--- src/rtl/i2c_line_filter.sv ---
// Receive-side SCL/SDA conditioning: synchroniser, per-line stability filter,
// SCL edge strobes, START/STOP strobes and bus-busy flag.
module i2c_line_filter #(
    parameter int SYNC_STAGES = 2,
    parameter int FILT_LEN    = 8
) (
    input  logic clk,
    input  logic rst,
    input  logic scl_in,
    input  logic sda_in,
    output logic scl_filt,
    output logic sda_filt,
    output logic scl_rise,
    output logic scl_fall,
    output logic start_det,
    output logic stop_det,
    output logic bus_busy
);
    localparam int             CW      = $clog2(FILT_LEN + 1);
    localparam logic [CW-1:0]  CNT_MAX = CW'(FILT_LEN - 1);

    // Line index 0 is SCL, 1 is SDA.
    logic [1:0] w_raw;
    logic [1:0] w_sync;
    logic [1:0] w_filt;
    logic [1:0] w_upd;

    assign w_raw = {sda_in, scl_in};

    for (genvar g = 0; g < 2; g++) begin : g_line
        logic [SYNC_STAGES-1:0] r_sync;
        logic [CW-1:0]          r_cnt;
        logic                   r_filt;

        always_ff @(posedge clk) begin
            if (rst) r_sync <= '1;
            else     r_sync <= {r_sync[SYNC_STAGES-2:0], w_raw[g]};
        end

        assign w_sync[g] = r_sync[SYNC_STAGES-1];
        assign w_filt[g] = r_filt;
        assign w_upd[g]  = (w_sync[g] != r_filt) && (r_cnt == CNT_MAX);

        // Any sample back at the filtered level discards the partial count.
        always_ff @(posedge clk) begin
            if (rst) begin
                r_cnt  <= '0;
                r_filt <= 1'b1;
            end else if (w_sync[g] == r_filt) begin
                r_cnt  <= '0;
            end else if (w_upd[g]) begin
                r_cnt  <= '0;
                r_filt <= w_sync[g];
            end else begin
                r_cnt  <= r_cnt + 1'b1;
            end
        end
    end

    // SDA moving while SCL is steady high; a coincident SCL edge wins.
    logic w_sda_cond;
    logic w_start;
    logic w_stop;

    assign w_sda_cond = w_upd[1] && !w_upd[0] && w_filt[0];
    assign w_start    = w_sda_cond && !w_sync[1];
    assign w_stop     = w_sda_cond &&  w_sync[1];

    logic r_scl_rise, r_scl_fall, r_start, r_stop, r_busy;

    always_ff @(posedge clk) begin
        if (rst) begin
            r_scl_rise <= 1'b0;
            r_scl_fall <= 1'b0;
            r_start    <= 1'b0;
            r_stop     <= 1'b0;
            r_busy     <= 1'b0;
        end else begin
            r_scl_rise <= w_upd[0] &&  w_sync[0];
            r_scl_fall <= w_upd[0] && !w_sync[0];
            r_start    <= w_start;
            r_stop     <= w_stop;
            if (w_start)     r_busy <= 1'b1;
            else if (w_stop) r_busy <= 1'b0;
        end
    end

    assign scl_filt  = w_filt[0];
    assign sda_filt  = w_filt[1];
    assign scl_rise  = r_scl_rise;
    assign scl_fall  = r_scl_fall;
    assign start_det = r_start;
    assign stop_det  = r_stop;
    assign bus_busy  = r_busy;
endmodule

--- config.mk ---
export PLATFORM = sky130hd
export DESIGN_NAME = i2c_line_filter
export DESIGN_NICKNAME = d
export VERILOG_FILES = /design/src/rtl/i2c_line_filter.sv
export SDC_FILE = /design/constraint.sdc
export NUM_CORES = 1
export LEC_CHECK = 0
export ABC_AREA = 1
export BUFFER_PORTS_ARGS = -buffer_cell sky130_fd_sc_hd__buf_2
export CAP_MARGIN = 20
export CORE_AREA = 2 2 39 41
export CTS_BUF_LIST = sky130_fd_sc_hd__clkbuf_2 sky130_fd_sc_hd__clkbuf_4 sky130_fd_sc_hd__clkbuf_8
export DETAILED_ROUTE_END_ITERATION = 16
export DIE_AREA = 0 0 41 43
export GPL_TIMING_DRIVEN = 0
export PLACE_DENSITY = 0.7
export SYNTH_ARGS = -nofsm -noshare
export SYNTH_HDL_FRONTEND = slang
export SYNTH_SLANG_ARGS = --single-unit
--- constraint.sdc ---
create_clock -name clk -period 2.1 [get_ports clk]
set_clock_uncertainty 0.05 [all_clocks]
set_input_delay 0.42 -clock clk [delete_from_list [all_inputs] [get_ports clk]]
set_output_delay 0.42 -clock clk [all_outputs]
set_load 0.005 [all_outputs]
==> impl_summary.md, run 1 <==
Route
After detailed routing, the wire length on met1 is approximately 470 um. The DRC violation count after routing is 0. In the detailed route, the total length drawn on met3 is 62 um. The routed length on met2 is around 450 um. In this run the remaining antenna-violating nets after routing total 0. The routed design has between 1000 and 1500 um of wire.

Dividing the detail-routed via count by the number of cells gives between 4 and 5. The highest metal layer with signal wires is met4. The initial DRC count is 4. The first detailed-routing pass took 4 iterations. The overall via count from detail_route is roughly 500.

In the final routed layout, each cell accounts on average for a little under 10 um.

STA
The setup violation total in the final timing report is 0. The worst pin sits at a relative slew slack of slightly below 90%. Once routing completed, OpenROAD measured the worst setup slack at about 0.76 ns. The minimum clock period is approximately 1.3 ns.

The part of the cycle the worst path needs is 63.70%. The top achievable clock speed is 747.5 MHz. Setup repair after global routing left no endpoint under its margin. The final-report hold violation count was 0. The worst hold slack is around 0.25 ns.

After routing, the total negative slack on setup checks comes to 0 ns. The number of pins with negative max-slew slack in the final report is 0. For the pin with the worst max-slew slack, the measured transition is between 0.15 and 0.2 ns.

Power
The internal power of the cells totals around 0.46 mW. The proportion of power drawn by combinational gates is roughly 2.6%. The leakage power is approximately 0.36 nW. Of the total power, the clock network draws 33.9%. The switching power as a share of total power is about a fifth. The power density over cell area is around 750 nW/um^2. The net switching component of the power is between 0.1 and 0.15 mW. The fraction of power consumed by sequential logic is 63.5%. The worst ir drop on vdd is between 0.0003 and 0.0004 V.

Layout
For this run, the post-layout net count is a little under 100. For this run, the share of the core covered by cells in the final layout is between 50% and 60%. The final design area excluding fillers is 775.7 um^2. The number of antenna diodes in the final layout is 0. Of the cells placed in the final design, the portion with a size suffix greater than 1 is 27.47%. The layout overhead on the synthesized area is 13.97%.

Floorplanning
The die outline area is 1763 um^2. For this configuration, the core starts out at a cell density of 49.19%. The row count is 14. The floorplan step set the die height to 43 um. The boundary pin count is 11. After floorplanning, the core was sized to cover ~1400 um^2.

The width of the die is 41 um.

Min path
The type of the worst min-delay path is in -> reg.

Clock tree
The setup fix buffers added after clock tree synthesis is 0. The quantity of hold-fixing buffers added after cts is 0. Clock-pin slew was measured on the worst setup and hold paths at about 0.1 ns.

At the later pin of the worst-skew pair, clock insertion delay measures approximately 0.3 ns. The TritonCTS clock tree is yes. The buffer depth of the longest clock path is 2. Clock tree synthesis found a total of 19 sinks.

The number of buffers created by CTS is 3. Post-CTS repair changed the size of 0 cells. The count of H-tree levels built during CTS is 1. The root buffer cell is clkbuf_4.

Logic synthesis
The main flop type after synthesis is dfxtp_1. After synthesis, the netlist uses 19 different library cells. Of all cell types, the one taking the most synthesized area is dfxtp_1. After synthesis, flip-flops and latches occupy between 50 and 60% of the total area. Counting every net in the synthesized netlist gives 84.

After synthesis, the most frequently instantiated cells are 19 x dfxtp_1, 13 x nor2_1, 10 x nand2_1. After technology mapping, the gate count stands at 78. A synthesized cell averages about 8.7 um^2. In this run, synthesis inferred 0 flip-flops with an integrated enable. Among all cell types in the netlist, the one instantiated most often is dfxtp_1. The total number of yosys warnings is 0. The post-synthesis instance area is about 700 um^2. After synthesis, the share of flip-flops with an asynchronous set or reset is 0%. By area the synthesized netlist is led by dfxtp_1 56%, nor2_1 7.2%, nand2_1 5.5%. The share of synthesized area in the top cell type comes to a little under three fifths. In this run, synthesis produced a sequential element count of 19.

Setup path
Along the worst path, the maximum fanout reaches 5. The kind of cell with the highest combined delay on the critical path is flip-flops. The arrival time at the worst endpoint is 0.87 ns. The largest individual stage delay along the critical path comes from the cell dfxtp_1. For this run, the slowest stage of the critical path takes about 0.42 ns. The startpoint type of the worst setup path is a flip-flop.

The required time at the endpoint of the critical path is between 1.5 and 2 ns. Counting both buffers and inverters, the worst setup path holds a total of 1. The critical path in this run is classified as reg -> out.

Walking the worst path, the cells encountered are buf_2. The worst setup path is captured at an output pin.

Global route
The number of global-route vias before repair is between 400 and 500. The wire length of the first global-routing pass is roughly 1700 um. The global route total overflow is 0. The largest net degree at the start of global routing is 11.

For this run, the total global-route usage over all layers was measured as about 15%. The number of antenna violations at the first check in global routing is 0.

Placed design
The setup slack after placement is 0.8775 ns. In this run the tool buffered the top-level ports with 9 buffer cells. The final HPWL from detailed placement is 746.6 um. Summing all placed instances gives a cell area of about 750 um^2. The final RePlAce weighted congestion is between 0.7 and 0.8.

Outcome
The run finished with clean final reports.

Run
Max-cap violations in this run came to 0.
## power by group through the flow
stage               clock, mW  sequential (mW)  combinational [mW]
CTS                     0.203            0.367              0.0153
detailed placement          0            0.376              0.0153
floorplan                   0            0.375              0.0113
global route            0.214            0.368              0.0174
finish                  0.196            0.367              0.0152
global placement            0            0.375              0.0149
## final timing paths
kind | from | end | slack [ns] | cells after the start
worst max-delay path | scl_filt | scl_filt | 0.76 | 1
worst min-delay path | sda_in | g_line[1].r_sync[0] | 0.25 | 2
worst max register to register | g_line[1].r_cnt[0] | bus_busy | 0.86 | 7
worst min register to register | g_line[1].r_sync[0] | g_line[1].r_sync[1] | 0.37 | 1
## metrics by stage
| stage | power (mW) | cells |
|---|---|---|
| 3_5_place_dp | 0.3909 | 103 |
| 5_1_grt | 0.5998 | 107 |
| 2_1_floorplan | 0.3863 | 78 |
| 4_1_cts | 0.5856 | 107 |
| 3_3_place_gp | 0.3903 | 103 |
| 6_report | 0.5785 | 107 |
## per-layer routing
metal | GRT usage [%] | vias up
met5 | 0 | -
met4 | 14.00 | 0
met3 | 4.712 | 5
met2 | 21.25 | 17
met1 | 17.55 | 214
li1 | - | 265
## cells by family (layout without fill, tap and decap cells)
group           Yosys count  after routing  synth area share, %
simple gates             41             41                28.86
xor+xnor                  3              3                3.861
flops                    19             19                55.88
buf+inv                  11             24                6.250
compound gates            2              2                1.469
fa+ha+maj                 2              2                3.676
## area by class of cell
cell class	count	area, um^2
clock buffers	4	30.03
fillers	121	608.1
flip-flops and latches	19	380.4
plain buffers	1	5.005
multi-input cells	48	257.7
repair buffers	9	45.04
well taps	16	20.02
inverters	10	37.54
## flip-flops by register name, indices dropped and copies added (netlist names)
register,flops
sda_filt,1
scl_filt,1
g_line.r_sync,4
stop_det,1
scl_fall,1
scl_rise,1
start_det,1
g_line.r_cnt,8
bus_busy,1
## placed cells by master (no fill, tap or decap), drive strengths merged, types with 4 or more instances in the layout
cell / Yosys / layout
buf: 1 / 10
clkbuf: 0 / 4
dfxtp: 19 / 19
inv: 10 / 10
nand2: 11 / 11
nand3: 6 / 6
nor2: 16 / 16
or2: 4 / 4
No activity file was read; power rests on OpenSTA's default activity.
==> inputs of run 2 (changes only) <==
==> config.mk (replaced) <==
export PLATFORM = sky130hd
export DESIGN_NAME = i2c_line_filter
export DESIGN_NICKNAME = d
export VERILOG_FILES = /design/src/rtl/i2c_line_filter.sv
export SDC_FILE = /design/constraint.sdc
export NUM_CORES = 1
export LEC_CHECK = 0
export ABC_AREA = 0
export BUFFER_PORTS_ARGS = -buffer_cell sky130_fd_sc_hd__buf_2
export CAP_MARGIN = 20
export CORE_UTILIZATION = 50
export CTS_BUF_LIST = sky130_fd_sc_hd__clkbuf_2 sky130_fd_sc_hd__clkbuf_4 sky130_fd_sc_hd__clkbuf_8
export DETAILED_ROUTE_END_ITERATION = 16
export GPL_TIMING_DRIVEN = 0
export PLACE_DENSITY = 0.72
export SYNTH_ARGS = -nofsm -noshare
export SYNTH_HDL_FRONTEND = slang
export SYNTH_SLANG_ARGS = --single-unit
==> constraint.sdc (replaced) <==
create_clock -name clk -period 1.2 [get_ports clk]
set_clock_uncertainty 0.05 [all_clocks]
set_input_delay 0.24 -clock clk [delete_from_list [all_inputs] [get_ports clk]]
set_output_delay 0.24 -clock clk [all_outputs]
set_load 0.005 [all_outputs]
==> impl_summary.md, run 2 <==
Placed design
The HPWL after detailed placement is approximately 730 um. The count of port buffers added during placement is 9. Routability-driven placement finished with a final weighted congestion of roughly 0.63. OpenSTA, run right after detailed placement, puts the worst setup slack at -0.1816 ns.

Global route
The largest net degree at the start of global routing is 11. For met3 alone, demand over resource in global routing was ~7%. For this run the aggregate overflow at the end of global routing stands at 0. The number of antenna violations at the first check in global routing is 0. The first global-routing pass estimated ~1800 um of wire. The number of global-route vias before repair is 469.

Global routing consumed, on the met2 layer, 30.83% of the routing resources. In the global route stage, overall resource usage came out at just under 20%. The global routing met1 resource utilization is between 20% and 30%. After global routing, the most crowded layer is met2.

Layout
The flip-flop count of the largest register, all copies and words added is 8. The fraction of the core area covered by cells at the end of the flow is around three quarters. At the end of the flow, the number of nets in the layout was between 80 and 90. The count of inserted antenna diode cells is 0. In the layout the commonest cells are 13 x dfxtp_1, 9 x buf_2, 7 x buf_4. The layout overhead on the synthesized area is 29.36%. The top register by number of flip-flops is g_line.r_cnt. Counting the fill cells in the layout gives 95. The largest registers in the layout are g_line.r_cnt x8, g_line.r_sync x4. The share of layout cells above drive strength 1 is roughly half. Leaving out fill and tap cells, the most frequent cell in the layout is dfxtp_1.

Outcome
The checks that failed: setup timing. The run finished, with violations left.

Min path
The worst hold path begins at sda_in. The min-delay analysis places its worst path in the category in -> reg.

Floorplanning
For this configuration, the core starts out at a cell density of between 50% and 60%. Measured along the x axis, the die boundary spans 38.93 um. The standard cell core area is around 1200 um^2. The boundary pin count is 11.

The die outline area is roughly 1500 um^2. The die extent in y is a little under 40 um. The initialized floorplan defines 12 standard-cell rows.

Setup path
The launch instance of the worst register-to-register path is g_line[1].r_cnt[0]. The worst setup path is launched from a flip-flop. The critical path is of the reg -> reg type.

The launch point of the worst path is g_line[1].r_cnt[0]. In this run the register-to-register setup slack is -0.10 ns. For the worst setup path, the data required time is 1.34 ns. Along the worst path, the maximum fanout reaches 4. The arrival time at the worst endpoint is 1.44 ns. The category of the worst setup path capture point is a flip-flop.

Clock tree
No sink is reached through more buffers than the 2 on the longest clock path. In this run the number of H-tree levels came out at 1. The number of clock sinks is 19. The clock edge transition at the registers on the reported setup and hold paths is about 0.1 ns. Clock tree synthesis selected as its root buffer the cell clkbuf_4. TritonCTS built the clock tree. In this run, CTS created clock tree buffers numbering 3. Buffers inserted to repair hold after CTS numbered 0. The later-pin clock latency in the skew report is a little under 0.3 ns.

Logic synthesis
Synthesis produced a netlist with a net count of between 60 and 70. After synthesis, the mean cell area works out to around 11 um^2. Yosys printed 0 warnings. Counting flops with an async set or reset pin after synthesis yields a share of 0%. The number of flops mapped to enable cells by yosys is 0. dfxtp_1 takes more of the synthesized area than any other cell.

The top cell type by area accounts for ~56% of the synthesized area. The most used flip-flop cell after synthesis is dfxtp_1. By count the netlist is led by 19 x dfxtp_1, 7 x nor2_1, 4 x inv_1, 4 x or2_2, 4 x xor2_1. The sequential share of the synthesized area is 55.78%. Yosys attributes the largest share of cell area to dfxtp_1 56%, xor2_1 5.1%, nor2_1 3.9%. After technology mapping, the gate count stands at 62. The number of distinct library cells after synthesis is 22. The post-synthesis sequential element count is 19. Summing every instance area after synthesis gives between 600 and 700 um^2.

The most common cell in the synthesized netlist is dfxtp_1.

STA
The least setup slack across all paths after layout is -0.1006 ns. The top achievable clock speed is 768.9 MHz. The number of pins with negative max-slew slack in the final report came to 0.

Setup repair after global routing could not meet its margin everywhere. For the pin with the worst max-slew slack, the measured transition is just under 0.4 ns. The final-report hold violation count is 0. In this run the tightest slew margin relative to its limit is ~73%. For the finished layout, the period the worst path requires is between 1 and 1.5 ns. The part of the cycle the worst path needs is 108.4%.

Setup violations remaining at the end of the flow were counted as 6.

Route
The DRC violation count after routing is 0. The post-detailed-route count of antenna-violating nets is 0. The initial DRC count is 1. The post-detailed-routing wire length is 1083 um. The overall via count from detail_route is roughly 480.

The first detailed-routing pass ran for 2 iterations. After detailed routing, the average wire length per cell comes to 11.28 um. The detailed-route vias per instance is between 5 and 6.

Power
The overall power is 1.023 mW. The worst ir drop on vdd is roughly 0.0011 V. The power density over cell area is 1159 nW/um^2. Summed over all cells, the static leakage comes to roughly 0.41 nW.

Run
The max-cap check violation count is 0.
-- run 2: repair_timing --
| action | in CTS | in global routing |
|---|---|---|
| pin swaps | 6 | 2 |
| resized for setup | 3 | 7 |
| setup endpoints to repair | 6 | 8 |
| buffers inserted | 3 | 4 |
-- run 2: cell families after synthesis --
logic type	share of synthesized area (%)
compound gates	5.688
xor+xnor	7.706
fa+ha+maj	3.669
buf+inv	2.751
flops	55.78
mux	2.936
simple gates	21.47
-- run 2: per-layer routing --
| metal | routed length, um | up-vias |
|---|---|---|
| li1 | - | 252 |
| met2 | 476 | 12 |
| met1 | 528 | 216 |
| met4 | 36 | 0 |
| met3 | 41 | 4 |
| met5 | 0 | - |
-- run 2: final cells by class --
cell class	count	area [um^2]	share of cell area, %
clock buffer	4	30.03	3.404
inverter	4	15.01	1.702
tap	14	17.52	1.986
sequential	19	387.9	43.97
multi-input combinational	38	330.3	37.45
timing repair buffer	16	97.59	11.06
buffer	1	3.754	0.4255
-- run 2: worst paths after layout --
check,depth (start not counted),endpoint
min reg2reg,1,g_line[0].r_sync[1]
max reg2reg,4,bus_busy
max,4,bus_busy
min,2,g_line[1].r_sync[0]
-- run 2: through the flow --
| stage | TNS [ns] | area, um^2 | hold WS, ns | cells |
|---|---|---|---|---|
| 6_report | -0.5161 | 882.1 | 0.07200 | 96 |
| 5_1_grt | -0.7458 | 882.1 | 0.06766 | 96 |
| 4_1_cts | -0.4638 | 833.3 | 0.05600 | 92 |
| 3_5_place_dp | -0.8469 | 764.5 | 0.3445 | 85 |
| 3_3_place_gp | -0.7763 | 764.5 | 0.3420 | 85 |
| 2_1_floorplan | -0.5090 | 701.9 | 0.2938 | 62 |
-- run 2: worst max-delay path, cell delays in order (launching register included) --
cell and delay [ns]:
dfxtp_2 0.35, ha_4 0.15, and3b_2 0.23, o2111a_1 0.15
a311o_1 0.27
-- run 2: report_power, final --
group | switching (mW) | internal [mW]
clock network | 0.185 | 0.152
registers | 0.00785 | 0.641
logic | 0.0179 | 0.0188
